--- config.mk ---
export PLATFORM = sky130hd
export DESIGN_NAME = alu_seq_ctrl
export DESIGN_NICKNAME = d
export VERILOG_FILES = /design/src/rtl/alu_seq_ctrl.sv
export SDC_FILE = /design/constraint.sdc
export NUM_CORES = 1
export LEC_CHECK = 0
export BUFFER_PORTS_ARGS = -buffer_cell sky130_fd_sc_hd__buf_2
export CORE_MARGIN = 5
export CORE_UTILIZATION = 50
export DETAILED_ROUTE_END_ITERATION = 6
export GPL_TIMING_DRIVEN = 0
export PLACE_DENSITY = 0.75
export SETUP_SLACK_MARGIN = 0.5
export SYNTH_ARGS = -nofsm -noshare
export SYNTH_HDL_FRONTEND = slang
export SYNTH_SLANG_ARGS = --single-unit
--- constraint.sdc ---
create_clock -name clkt -period 3.85 [get_ports clkt]
set_clock_uncertainty 0.15 [all_clocks]
set_input_delay 1.155 -clock clkt [delete_from_list [all_inputs] [get_ports clkt]]
set_output_delay 1.155 -clock clkt [all_outputs]
set_load 0.02 [all_outputs]
--- src/rtl/alu_seq_ctrl.sv ---
// Button-stepped ALU sequencer: each debounced press captures A, then B, then
// computes and shows the result, then clears the display.
//
// state | meaning
// ------+--------------------------------------------
// IDLE  | waiting for the press that captures A
// GOT_A | A held, waiting for the press that captures B
// GOT_B | A and B held, next press computes the result
// SHOW  | result valid for display, next press clears it
module alu_seq_ctrl #(
   parameter int DB_LEN = 1000000
) (
   input  logic       clkt,
   input  logic       rst,
   input  logic       button,
   input  logic [3:0] asw,
   input  logic [3:0] bsw,
   input  logic [1:0] in,
   output logic       aload,
   output logic       bload,
   output logic [3:0] a_val,
   output logic [3:0] b_val,
   output logic [1:0] op_q,
   output logic [7:0] result,
   output logic       res_valid,
   output logic [1:0] state
);

   localparam int CW = (DB_LEN > 1) ? $clog2(DB_LEN) : 1;
   localparam logic [CW-1:0] DB_MAX = CW'(DB_LEN - 1);

   typedef enum logic [1:0] {
      IDLE  = 2'd0,
      GOT_A = 2'd1,
      GOT_B = 2'd2,
      SHOW  = 2'd3
   } state_t;

   logic          sync1_q, sync1_d;
   logic          sync2_q, sync2_d;
   logic [CW-1:0] db_cnt_q, db_cnt_d;
   logic          db_lvl_q, db_lvl_d;
   logic          db_prev_q, db_prev_d;
   logic          step;

   state_t        state_q, state_d;
   logic [3:0]    a_val_q, a_val_d;
   logic [3:0]    b_val_q, b_val_d;
   logic [1:0]    op_sel_q, op_sel_d;
   logic [7:0]    result_q, result_d;
   logic          res_valid_q, res_valid_d;
   logic          aload_q, aload_d;
   logic          bload_q, bload_d;
   logic [7:0]    alu_res;
   logic [7:0]    a_ext, b_ext;

   // The counter only runs while the synchronized input disagrees with the
   // accepted level, so any glitch back to the old level restarts the count.
   always_comb begin
      sync1_d   = button;
      sync2_d   = sync1_q;
      db_cnt_d  = '0;
      db_lvl_d  = db_lvl_q;
      db_prev_d = db_lvl_q;
      if (sync2_q != db_lvl_q) begin
         if (db_cnt_q == DB_MAX) begin
            db_lvl_d = sync2_q;
            db_cnt_d = '0;
         end else begin
            db_cnt_d = db_cnt_q + CW'(1);
         end
      end
   end

   assign step = db_lvl_q & ~db_prev_q;

   assign a_ext = {4'b0000, a_val_q};
   assign b_ext = {4'b0000, b_val_q};

   always_comb begin
      alu_res = 8'h00;
      case (in)
         2'd0:    alu_res = a_ext + b_ext;
         2'd1:    alu_res = a_ext - b_ext;
         2'd2:    alu_res = a_ext * b_ext;
         default: alu_res = a_ext & b_ext;
      endcase
   end

   always_comb begin
      state_d     = state_q;
      a_val_d     = a_val_q;
      b_val_d     = b_val_q;
      op_sel_d    = op_sel_q;
      result_d    = result_q;
      res_valid_d = res_valid_q;
      aload_d     = 1'b0;
      bload_d     = 1'b0;
      if (step) begin
         case (state_q)
            IDLE: begin
               a_val_d = asw;
               aload_d = 1'b1;
               state_d = GOT_A;
            end
            GOT_A: begin
               b_val_d = bsw;
               bload_d = 1'b1;
               state_d = GOT_B;
            end
            GOT_B: begin
               op_sel_d    = in;
               result_d    = alu_res;
               res_valid_d = 1'b1;
               state_d     = SHOW;
            end
            default: begin
               res_valid_d = 1'b0;
               state_d     = IDLE;
            end
         endcase
      end
   end

   always_ff @(posedge clkt) begin
      if (rst) begin
         sync1_q     <= 1'b0;
         sync2_q     <= 1'b0;
         db_cnt_q    <= '0;
         db_lvl_q    <= 1'b0;
         db_prev_q   <= 1'b0;
         state_q     <= IDLE;
         a_val_q     <= 4'h0;
         b_val_q     <= 4'h0;
         op_sel_q    <= 2'd0;
         result_q    <= 8'h00;
         res_valid_q <= 1'b0;
         aload_q     <= 1'b0;
         bload_q     <= 1'b0;
      end else begin
         sync1_q     <= sync1_d;
         sync2_q     <= sync2_d;
         db_cnt_q    <= db_cnt_d;
         db_lvl_q    <= db_lvl_d;
         db_prev_q   <= db_prev_d;
         state_q     <= state_d;
         a_val_q     <= a_val_d;
         b_val_q     <= b_val_d;
         op_sel_q    <= op_sel_d;
         result_q    <= result_d;
         res_valid_q <= res_valid_d;
         aload_q     <= aload_d;
         bload_q     <= bload_d;
      end
   end

   assign aload     = aload_q;
   assign bload     = bload_q;
   assign a_val     = a_val_q;
   assign b_val     = b_val_q;
   assign op_q      = op_sel_q;
   assign result    = result_q;
   assign res_valid = res_valid_q;
   assign state     = state_q;

endmodule

# Word level (Yosys, flattened, before mapping)
# Index checks and enable logic that the tools add are counted.
[op_classes]
eq_ne = 6
addsub = 3
order_cmp = 0
n_reduce_logical = 10
mux = 5
bitwise = 6
div_mod_pow = 0
mul = 1
shifts = 0
[ops]
columns = ["cell", "count"]
rows = [
  ["$pmux W8 S3", 1],
  ["$add A20 B1 Y20 const B", 1],
  ["$eq A20 B20 Y1 const B", 1],
  ["$reduce_and A2 Y1", 5],
  ["$mul A4 B4 Y8", 1],
  ["$pmux W2 S3", 1],
  ["$add A4 B4 Y5", 1],
  ["$sub A4 B4 Y5", 1],
  ["$and A4 B4 Y4", 1],
  ["$eq A2 B1 Y1 const B", 2],
  ["$eq A2 B2 Y1 const B", 2],
  ["$logic_not A2 Y1", 2],
  ["$not A1 Y1", 4],
  ["$reduce_or A2 Y1", 2],
  ["$reduce_or A3 Y1", 1],
  ["$mux W1", 2],
  ["$pmux W1 S2", 1],
  ["$and A1 B1 Y1", 1],
  ["$ne A1 B1 Y1", 1],
]
[word_totals]
ram_bits = 0
input_bits = 13
out_inout_bits = 23
elab_cells = 44
latch_bits = 0
ff_bits = 47
rom_bits = 0
n_memories = 0

# Longest topological paths before layout
# Gate-level depths: netlist (run 1).
[logic_depth]
depth_word = 4
depth_mapped = 12
ltp_nobuf = 12

# Worst setup path after synthesis (run 1)
# OpenSTA, ideal clock, no wires.
[synth_timing]
path_type = "flip-flop to flip-flop"
startpoint = "register a_val_q[1] (netlist: a_val[1])"
endpoint = "register result_q[7] (netlist: result[7])"
required_time_ns = 3.621
path_buffers = 0
setup_ns = 0.079
path_slack_ns = 0.660
stages_incl_launch_ff = 11
arrival_time_ns = 2.962
synth_period_minus_slack_ns = 3.190
cell_sequence = "dfxtp_1 nand2_1 fa_1 inv_1 fa_1 ha_1 a21o_1 a21oi_1 o21ba_2 or4b_1 o211ai_1"
[synth_via]
elab_chain_cells = 2
word_cells_on_any_way = 3
classes_between = "add/sub (1); mul (1); mux (1)"
[synth_lines]
columns = ["item", "line_no", "source"]
rows = [
  ["start, declared", "47", "logic [3:0] a_val_q, a_val_d;"],
  ["start signal, assigned", "147", "a_val_q <= a_val_d;"],
  ["$mul A4 B4 Y8 / $sub A4 B4 Y5 (equally long branches)", "85, 84", ""],
  ["$pmux W8 S3 (*)", "82", "case (in)"],
  ["end signal, assigned", "150", "result_q <= result_d;"],
  ["end, declared", "50", "logic [7:0] result_q, result_d;"],
]
# Every way passes the cells marked *; elsewhere a longest branch is shown, timed or not.
# A chain may end at the register's enable or synchronous reset.

# Worst setup path after layout (run 1)
[layout_timing]
startpoint = "register b_val_q[3] (netlist: b_val[3])"
endpoint = "register result_q[7] (netlist: result[7])"
[layout_via]
elab_chain_cells = 2
word_cells_on_any_way = 3
classes_between = "add/sub (1); mul (1); mux (1)"
[layout_lines]
columns = ["item", "line_no", "source"]
rows = [
  ["start, declared", "48", "logic [3:0] b_val_q, b_val_d;"],
  ["start signal, assigned", "148", "b_val_q <= b_val_d;"],
  ["$mul A4 B4 Y8 / $sub A4 B4 Y5 (equally long branches)", "85, 84", ""],
  ["$pmux W8 S3 (*)", "82", ""],
]
# Marks and branches as above.

==> results of run 1 <==
kinds of logic (layout without fill, tap and decap cells):
family                   after synthesis  in the layout
buffers and inverters                 27             69
multiplexers                           6              6
AND/OR/NAND/NOR                      130            130
adder cells (fa/ha/maj)               31             31
XOR/XNOR                              24             24
flip-flops                            47             47
AO/OA/AOI/OAI                         41             41
through the flow:
stage	total power, mW	instances	setup slack, ps
after global routing	0.9319	418	515.3
final	0.8987	418	675.0
after CTS	0.9096	418	556.3
after floorplan	0.5142	306	659.5
after global placement	0.5249	410	612.5
after detailed placement	0.5252	410	569.9
state kept, by name (all words and copies together) (netlist names), 2 cells and up:
name / cells
db_cnt_q: 20
b_val: 4
op_q: 2
state: 2
a_val: 4
result: 8
routing by layer:
layer	GRT usage (%)	part of all wire [%]
met5	0	0
met4	5.052	1.1
met3	4.455	5.6
met2	26.09	44
met1	20.60	49
worst min-delay path by stage:
stage | from | end | slack, ps
finish | sync1_q | sync2_q | 310
global route | sync1_q | sync2_q | 330
CTS | sync1_q | sync2_q | 310
detailed placement | sync1_q | sync2_q | 290
global placement | sync1_q | sync2_q | 270
floorplan | sync1_q | sync2_q | 260
cell usage after synthesis, types with 2 or more instances:
| cell | count | area (sq um) |
|---|---|---|
| a211oi_1 | 3 | 22.52 |
| a21o_1 | 2 | 15.01 |
| a21oi_1 | 25 | 125.1 |
| and2_1 | 5 | 31.28 |
| and3_1 | 4 | 25.02 |
| buf_1 | 2 | 7.510 |
| buf_6 | 2 | 22.52 |
| clkbuf_1 | 3 | 11.26 |
| dfxtp_1 | 47 | 940.9 |
| fa_1 | 6 | 120.1 |
| ha_1 | 25 | 312.8 |
| inv_1 | 19 | 71.32 |
| mux2i_1 | 4 | 40.04 |
| nand2_1 | 31 | 116.4 |
| nand2b_1 | 2 | 12.51 |
| nand3_1 | 18 | 90.09 |
| nand4_1 | 4 | 25.02 |
| nor2_1 | 40 | 150.1 |
| nor2b_1 | 6 | 37.54 |
| nor3_1 | 4 | 20.02 |
| nor3_2 | 2 | 20.02 |
| nor4b_1 | 3 | 26.28 |
| o21ai_0 | 8 | 40.04 |
| xnor2_1 | 10 | 87.58 |
| xor2_1 | 14 | 122.6 |
report_power, final:
| part | switching (mW) | total (mW) | internal [mW] |
|---|---|---|---|
| Combinational | 0.0162 | 0.0263 | 0.0101 |
| Sequential | 0.000764 | 0.488 | 0.487 |
| Clock | 0.171 | 0.385 | 0.214 |
area by class of cell:
| cell class | instances | area (sq um) |
|---|---|---|
| clock inverters | 2 | 38.79 |
| flip-flops and latches | 47 | 942.2 |
| plain buffers | 8 | 46.29 |
| fillers | 485 | 2103 |
| inverters | 19 | 71.32 |
| clock buffers | 6 | 82.58 |
| repair buffers | 34 | 170.2 |
| well taps | 70 | 87.58 |
| multi-input cells | 232 | 1598 |
critical path, cell delays in order, from the launching register on:
cell and delay, ps:
dfxtp_1 460, nand2_1 120, fa_1 550, inv_1 50, fa_1 520, ha_1 310
a21o_1 100, a21oi_1 80, o21ba_2 210, or4b_1 460, o211ai_1 100
repair_timing:
| item | 4_1_cts | 5_1_grt |
|---|---|---|
| gates resized for setup | 0 | 1 |
| endpoints found under the setup margin | 0 | 3 |
| buffers inserted | 0 | 0 |
| hold buffers | 0 | 0 |
==> summary.md, run 1 <==
| Metric | Value |
|---|---|
| Slew Viols, Final | `0` |
| Gr ovfl total | `0` |
| Clk pin slew, worst setup/hold paths | `~90 ps` |
| DIE AREA | `6870 sq um` |
| Dpl hpwl | `4089 um` |
| Final hold violation count | `0` |
| Synth warnings | `0` |
| Peak ir drop on the vdd network | `about 250 uV` |
| CP Capture Type | `flop` |
| Setup Viol. Count Final | `0` |
| Largest net degree at the start of global routing | `16` |
| First-pass GRT wire length | `9294 um` |
| CTS tree | `built` |
| Total of max-cap violations | `0` |
| Post-synthesis xor/xnor area fraction | `7.913%` |
| Ant diodes | `0` |
| R2r endpoint | `result[7]` |
| Share of post-route cells with drive strength above 1 | `roughly 16%` |
| Total iterations of the first detailed-routing run | `4` |
| WL final | `5328 um` |
| FF-to-FF path depth | `10` |
| Die height | `82.89 um` |
| Distinct cells, synth | `42` |
| Tcrit/Tclk final | `82.47%` |
| Syn_area_per_cell | `8.681 sq um` |
| Worst hold-check path type | `flop to flop` |
| Synth Area in Adders | `16.30%` |
| Most frequent cells in the layout | `dfxtp_1 (46), nor2_1 (40), buf_2 (35), nand2_1 (31)` |
| Unrepaired setup endpoints after global routing | `no` |
| Reg2reg setup slack | `680 ps` |
| Via density | `~5.1` |
| Initial antenna violation count | `0` |
| Simple-gate share of the synthesized area | `24.54%` |
| Global Route Usage Sum | `16.05%` |
| Via count | `2129` |
| Worst reg2reg startpoint | `b_val[3]` |
| Power Density | `296.0 nW/um^2` |
| Seq cells post-synth | `47` |
| Hold Path Depth | `1` |
| Critical Path End | `result[7]` |
| Tightest Pin Transition | `roughly 530 ps` |
| Synth Area in Compound Gates | `8.620%` |
| Arr. time, crit path | `roughly 3300 ps` |
| Clk_lat worst skew | `310 ps` |
| Routed Antenna Nets | `0` |
| Cells after Synth | `between 300 and 400` |
| Initial core utilization | `51.68%` |
| CP max FO | `7` |
| Hold_ws | `305.6 ps` |
| Mux share of post-synthesis cell area | `2.779%` |
| EDFF count, synth | `0` |
| CP startpoint | `b_val[3]` |
| Port bufs | `34` |
| Worst Path Required | `3930 ps` |
| Outcome | `finished, final reports clean` |
| GPL Wtd Cong | `slightly above 0.8` |
| Die width | `82.89 um` |
| Slew HR | `about 65%` |
| Area grow syn2layout | `14.32%` |
| Longest Clk Path Bufs | `2` |
| Fraction of registers with async set/reset | `0%` |
| Fmax achieved | `315.0 MHz` |
| Most used flip-flop cell after synthesis | `dfxtp_1` |
| Rows | `26` |
| Startpoint types | `flop` |
| Tmin final | `3175 ps` |
| Vias in the first global route | `2091` |
| Setup TNS | `0 ps` |
| TritonCTS Sinks | `47` |
| Commonest non-fill, non-tap cell in the layout | `dfxtp_1` |
| Core area | `a little over 5000 sq um` |
| Leak Pwr | `1.307 nW` |
| Setup CP Type | `flop to flop` |
| Io pins | `36` |
| Cell Area, Synth | `2656 sq um` |
| Residual DRC | `0` |
| Wire length per cell | `12.75 um` |
| Fin nets | `roughly 390` |
| DRT iter0 DRCs | `slightly above 90` |
| Placed instance area | `2914 sq um` |
| Largest family of logic cells by synthesized area | `simple AND/OR/NAND/NOR gates` |
| Design Area, Final | `~3000 sq um` |
| Syn_nets | `350` |
| Seq/Total Area, Yosys | `a little over a third` |
| H-tree depth | `2` |
| Fin util | `59.08%` |
| CTS buffer count | `5` |
| Root cell of the clock tree | `clkbuf_8` |
Note: power is estimated with default switching activity, not from simulation.
==> inputs of run 2 (changes only) <==
- PLACE_DENSITY: 0.75 -> 0.78
- clock period: 3.85 -> 2.92 ns (I/O delays scaled with it)
==> run 2 against run 1 <==
Compared with the run above: maximum frequency up 9.4%; largest power group unchanged; combinational power up 34%; final cell count up 2.4%; clock-buffer cell count unchanged; core utilization up 3.6 points; critical path depth unchanged; critical path type unchanged; die area unchanged; total power up 37%; via count up 3.9%.
==> summary.md, run 2 (synthesis gave the netlist of run 1 again) <==
| Metric | Value |
|---|---|
| Most frequent CP cell | `inv_1` |
| Post-Place Cells | `410 (unchanged)` |
| Clk_lat worst skew | `310 ps (about the same)` |
| Outcome | `finished, final reports clean` |
| H-tree depth | `2 (unchanged)` |
| Gr ovfl total | `0 (unchanged)` |
| Root cell of the clock tree | `clkbuf_8` |
| CTS buffer count | `5 (unchanged)` |
| Startpoint types | `flop` |
| TritonCTS Sinks | `47 (unchanged)` |
| CP bufs+invs | `2 (+1)` |
| Critical Path Stages | `10 (unchanged)` |
| Initial antenna violation count | `0 (unchanged)` |
| Placed instance area | `2967 sq um (+1.8%)` |
| Clk pin slew, worst setup/hold paths | `90 ps (about the same)` |
| Post-route total power | `1.227 mW (+37%)` |
| Most frequent cells in the layout | `dfxtp_1 (41), nor2_1 (40), buf_2 (35), nand2_1 (28), a21oi_1 (23)` |
| Die height | `82.89 um (unchanged)` |
| Non-filler cells, final | `428 (+2.4%)` |
| CP startpoint | `b_val[2]` |
| Ant diodes | `0 (unchanged)` |
| Cell family with most CP delay | `adder cells` |
| Met1 Use GR | `22.40% (+1.8 points)` |
| Final hold violation count | `0 (unchanged)` |
| GPL Wtd Cong | `0.8390 (+1.4%)` |
| Worst hold-check path type | `flop to flop` |
| Initial core utilization | `51.68% (unchanged)` |
| Hold-fix buffers, CTS | `0 (unchanged)` |
| Total of max-cap violations | `0 (unchanged)` |
| Via count | `2212 (+3.9%)` |
| Global Route Usage Sum | `16.76% (+0.71 points)` |
| Largest Register | `db_cnt_q` |
| DIE AREA | `6870 sq um (unchanged)` |
| Slew HR | `65.13% (+0.57 points)` |
| CTS tree | `built` |
| First-pass GRT wire length | `9867 um (+6.2%)` |
| Fin nets | `401 (+2.6%)` |
| Vias in the first global route | `2187 (+4.6%)` |
| Rows | `26 (unchanged)` |
| Routed Antenna Nets | `0 (unchanged)` |
| CP Cell Sequence | `ha_2 > inv_1 > fa_1 > inv_1 > ha_1 > ha_4 > a21oi_2 > o21ba_2 > or4b_1 > o211ai_1` |
| Wire length per cell | `13.07 um (+2.6%)` |
| Unrepaired setup endpoints after global routing | `yes` |
| Design Area, Final | `3219 sq um (+6.0%)` |
| Setup TNS | `0 ps (unchanged)` |
| Tcrit/Tclk final | `99.35% (+17 points)` |
| Die width | `82.89 um (unchanged)` |
| Reg2reg setup slack | `20 ps (-660 ps)` |
| Setup CP Type | `flop to flop` |
| Largest net degree at the start of global routing | `17 (+1)` |
| Met3 Usage GRT | `4.158% (-0.30 points)` |
| Fmax achieved | `344.7 MHz (+9.4%)` |
| DRT iter0 DRCs | `115 (+24%)` |
| WL final | `5596 um (+5.0%)` |
| Tmin final | `2901 ps (-273.8 ps)` |
| Core area | `5140 sq um (unchanged)` |
| Critical Path End | `result[7]` |
| Dpl hpwl | `4155 um (+1.6%)` |
| Worst reg2reg startpoint | `b_val[2]` |
| Area grow syn2layout | `21.20%` |
| Peak ir drop on the vdd network | `258.3 uV (+2.7%)` |
| Leak Pwr | `1.380 nW (+5.6%)` |
| Arr. time, crit path | `2990 ps (-270 ps)` |
| CP max stage delay | `530 ps (-20 ps)` |
| Residual DRC | `0 (unchanged)` |
| Io pins | `36 (unchanged)` |
| CP max FO | `6 (-1)` |
| Via density | `5.168 (+1.5%)` |
| Tightest Pin Transition | `523.1 ps (-3.650 ps)` |
| Longest Clk Path Bufs | `2 (unchanged)` |
| Share of post-route cells with drive strength above 1 | `23.46% (+7.9 points)` |
| Largest register FFs | `20 (unchanged)` |
| CP Capture Type | `flop` |
| Port bufs | `34 (unchanged)` |
| Power Density | `381.2 nW/um^2 (+29%)` |
| Slew Viols, Final | `0 (unchanged)` |
| CP max-delay cell | `fa_1` |
| Commonest non-fill, non-tap cell in the layout | `dfxtp_1` |
| Gr busiest metal | `met2` |
| Worst Path Required | `3010 ps (-920 ps)` |
| Total iterations of the first detailed-routing run | `4 (unchanged)` |
| FF-to-FF path depth | `10 (unchanged)` |
| Fin util | `62.63% (+3.6 points)` |
| Setup Viol. Count Final | `0 (unchanged)` |
| R2r endpoint | `result[7]` |
| GR Layer Usage met2 | `26.82% (+0.73 points)` |
-- run 2: cell count changes in the layout (fill, tap and decap cells not counted), moves of 3 or more --
cell,before,now
nand2_1,31,28
dfxtp_1,46,41
ha_1,25,21
o21ai_1,0,3
dfxtp_4,0,6
o21ai_0,8,4
buf_4,0,9
-- run 2: worst min-delay path by stage --
stage                     cells past startpoint  endpoint    start
after floorplan                               1   sync2_q  sync1_q
after global placement                        1   sync2_q  sync1_q
after detailed placement                      1   sync2_q  sync1_q
after CTS                                     2   op_q[0]  op_q[0]
after global routing                          1   sync2_q  sync1_q
final                                         2   op_q[0]  op_q[0]
-- run 2: area by class of cell --
type / count / area [sq um]
fillers: 472 / 1921
clock buffers: 6 / 93.84
flip-flops and latches: 47 / 963.4
repair buffers: 44 / 249.0
inverters: 19 / 71.32
well taps: 70 / 87.58
multi-input cells: 232 / 1667
clock inverters: 2 / 41.29
plain buffers: 8 / 46.29
-- run 2: tightest hold or removal path: stages (launching register included) --
cell     delay (ps)
dfxtp_1         320
nand2_1          50
a21oi_1          50
-- run 2: per-stage QoR --
step	hold WS, ps	worst slack, ps
after floorplan	263.8	44.47
after global placement	266.0	-7.388
after CTS	308.3	0.8127
final	305.6	18.84
after global routing	333.9	-112.3
after detailed placement	293.2	-52.92
-- run 2: power by group --
group          internal (mW)  total (mW)  switching [mW]  leakage, nW
registers              0.636       0.638         0.00107        0.384
clock network          0.313       0.554           0.241       0.0685
logic                 0.0134      0.0353          0.0219        0.928
total                  0.963        1.23           0.264         1.38
-- run 2: layer usage --
metal / vias up / part of all wire, %
met1: 1026 / 48
met5: - / 0
li1: 1132 / -
met4: 0 / 1.7
met2: 46 / 46
met3: 8 / 4.3
-- run 2: what timing repair did --
item / CTS / global route
buffers inserted: 9 / 1
resized for setup: 3 / 7
setup endpoints to repair: 5 / 6
pin swaps: 5 / 6
==> inputs of run 3 (changes only) <==
- PLACE_DENSITY: 0.78 -> 0.75
- clock period: 2.92 -> 3.5 ns (I/O delays scaled with it)
==> run 3 against run 2 <==
Compared with the run above: clock power fell by 40%; via count is 2.4% lower; hold slack is essentially flat; flip-flop and latch count is the same; sequential power down 17%; setup slack improved by 520 ps; first-iteration DRC count down 9.6%; die area unchanged; sequential share of layout area grew 1.2 points; total power down 27%; core utilization is 2.5 points lower; register-to-register slack better by 520 ps; largest cell class unchanged; highest routed layer unchanged.
==> summary.md, run 3 (synthesis gave the netlist of run 1 again) <==
| Metric | Value |
|---|---|
| Outcome | `finished, final reports clean` |
| Largest net degree at the start of global routing | `15 (-2)` |
| Fin nets | `398 (-0.75%)` |
| Hold Path Depth | `1 (-1)` |
| Root cell of the clock tree | `clkbuf_8` |
| Slew HR | `64.95% (-0.18 points)` |
| Area grow syn2layout | `16.39%` |
| Reg2reg setup slack | `540 ps (+520 ps)` |
| Clk pin slew, worst setup/hold paths | `80 ps (about the same)` |
| Setup CP Type | `flop to flop` |
| Clock share of power | `37.4% (-7.8 points)` |
| Peak ir drop on the vdd network | `228.7 uV (-11%)` |
| CP max-delay cell | `fa_1` |
| Vias in the first global route | `2042 (-6.6%)` |
| Port bufs | `34 (unchanged)` |
| Startpoint types | `flop` |
| Setup WS post-layout | `535.1 ps (+516.3 ps)` |
| Worst hold-check path type | `flop to flop` |
| Tightest Pin Transition | `520.9 ps (-2.163 ps)` |
| Setup Viol. Count Final | `0 (unchanged)` |
| CTS tree | `built` |
| Wire length per cell | `12.74 um (-2.6%)` |
| DIE AREA | `6870 sq um (unchanged)` |
| Ant diodes | `0 (unchanged)` |
| Psw | `194.4 uW (-26%)` |
| Gr ovfl total | `0 (unchanged)` |
| Fmax achieved | `337.3 MHz (-2.1%)` |
| Power Density | `289.6 nW/um^2 (-24%)` |
| Residual DRC | `0 (unchanged)` |
| R2r endpoint | `result[7]` |
| Post-Place Cells | `410 (unchanged)` |
| Placed instance area | `2924 sq um (-1.4%)` |
| Most frequent cells in the layout | `dfxtp_1 (41), nor2_1 (40), buf_2 (35), nand2_1 (30)` |
| Unrepaired setup endpoints after global routing | `yes` |
| Share of post-route cells with drive strength above 1 | `19.49% (-4.0 points)` |
| Via density | `5.094 (-1.4%)` |
| Commonest non-fill, non-tap cell in the layout | `dfxtp_1` |
| Internal Power | `701.0 uW (-27%)` |
| Arr. time, crit path | `3030 ps (+40 ps)` |
| Slew Viols, Final | `0 (unchanged)` |
| Largest register FFs | `20 (unchanged)` |
| Setup TNS | `0 ps (unchanged)` |
| Die height | `82.89 um (unchanged)` |
| Fin util | `60.15% (-2.5 points)` |
| Largest Register | `db_cnt_q` |
| Die width | `82.89 um (unchanged)` |
| Total of max-cap violations | `0 (unchanged)` |
| CP startpoint | `b_val[2]` |
| CP max FO | `5 (-1)` |
| CTS buffer count | `5 (unchanged)` |
| Initial antenna violation count | `0 (unchanged)` |
| Longest Clk Path Bufs | `2 (unchanged)` |
| TritonCTS Sinks | `47 (unchanged)` |
| CP max stage delay | `500 ps (-30 ps)` |
| Routed Antenna Nets | `0 (unchanged)` |
| Tmin final | `2965 ps (+63.74 ps)` |
| Dpl hpwl | `4020 um (-3.2%)` |
| WL final | `5401 um (-3.5%)` |
| Non-filler cells, final | `424 (-0.93%)` |
| Io pins | `36 (unchanged)` |
| Core area | `5140 sq um (unchanged)` |
| Most frequent CP cell | `fa_1` |
| Fill count | `490 (+3.8%)` |
| Initial core utilization | `51.68% (unchanged)` |
| Via count | `2160 (-2.4%)` |
| Tcrit/Tclk final | `84.71% (-15 points)` |
| Combinational power share | `3.2% (+0.3 points)` |
| Worst Path Required | `3560 ps (+550 ps)` |
| CP Cell Sequence | `nand2_1 > fa_1 > inv_1 > fa_1 > ha_1 > a21o_1 > a21oi_2 > o21ba_2 > or4b_1 > o211ai_1` |
| H-tree depth | `2 (unchanged)` |
| Dpl ws | `432.0 ps (+484.9 ps)` |
| First-pass GRT wire length | `9218 um (-6.6%)` |
| DRT iter0 DRCs | `104 (-9.6%)` |
| Clk_lat worst skew | `290 ps (-20 ps)` |
| CP Capture Type | `flop` |
| GPL Wtd Cong | `0.8813 (+5.0%)` |
| Post-route total power | `895.4 uW (-27%)` |
| Total iterations of the first detailed-routing run | `4 (unchanged)` |
| Hold_ws | `305.9 ps (+0.2210 ps)` |
| Rows | `26 (unchanged)` |
| Sw Ratio | `21.71% (+0.19 points)` |
| Worst reg2reg startpoint | `b_val[2]` |
| Final hold violation count | `0 (unchanged)` |
| FF-to-FF path depth | `10 (unchanged)` |
| Leak Pwr | `1.336 nW (-3.2%)` |
| Critical Path End | `result[7]` |
| Design Area, Final | `3092 sq um (-4.0%)` |
| Seq pwr share | `59.4% (+7.5 points)` |
| Global Route Usage Sum | `15.79% (-0.97 points)` |
==> run 3: worst min-delay path by stage <==
| stage | slack (ps) | end | startpoint |
|---|---|---|---|
| detailed placement | 280 | sync2_q | sync1_q |
| finish | 310 | sync2_q | sync1_q |
| floorplan | 260 | sync2_q | sync1_q |
| global route | 340 | sync2_q | sync1_q |
| global placement | 270 | sync2_q | sync1_q |
| CTS | 310 | op_q[0] | op_q[0] |
==> run 3: power by group through the flow <==
stage,clock network (mW),logic (mW),registers (mW)
floorplan,0,0.0168,0.548
detailed placement,0,0.0287,0.548
CTS,0.346,0.0289,0.532
global route,0.363,0.0323,0.532
finish,0.335,0.0291,0.532
global placement,0,0.0286,0.548
==> run 3: final cells by class <==
class	instances	area [sq um]	share of cell area, %
Buffer	8	46.29	1.497
Clock buffer	6	82.58	2.671
Clock inverter	1	8.758	0.2833
Inverter	19	71.32	2.307
Multi-Input combinational cell	232	1609	52.04
Sequential cell	47	963.4	31.16
Tap cell	70	87.58	2.833
Timing Repair Buffer	41	222.7	7.204
==> run 3: worst max-delay path, delay by kind of cell (launching register included) <==
family	cells	cell delay, ps
fa+ha+maj	3	1290
simple gates	2	530
buf+inv	1	50
flops	1	380
compound gates	4	490
==> run 3: per-layer routing <==
layer,GRT usage (%),vias to the layer above,routed length [um],part of all wire [%]
met5,0,-,0,0
met4,5.349,0,75,1.4
met3,3.564,7,249,4.6
met2,24.27,40,2411,45
met1,21.81,987,2664,49
li1,-,1126,-,-
==> run 3: timing repair <==
action                                  in CTS  in global routing
cloned                                       0                  0
pin swaps                                    1                  3
gates resized for setup                      6                  4
buffers inserted                             3                  4
endpoints found under the setup margin       1                  3
hold buffers                                 0                  0
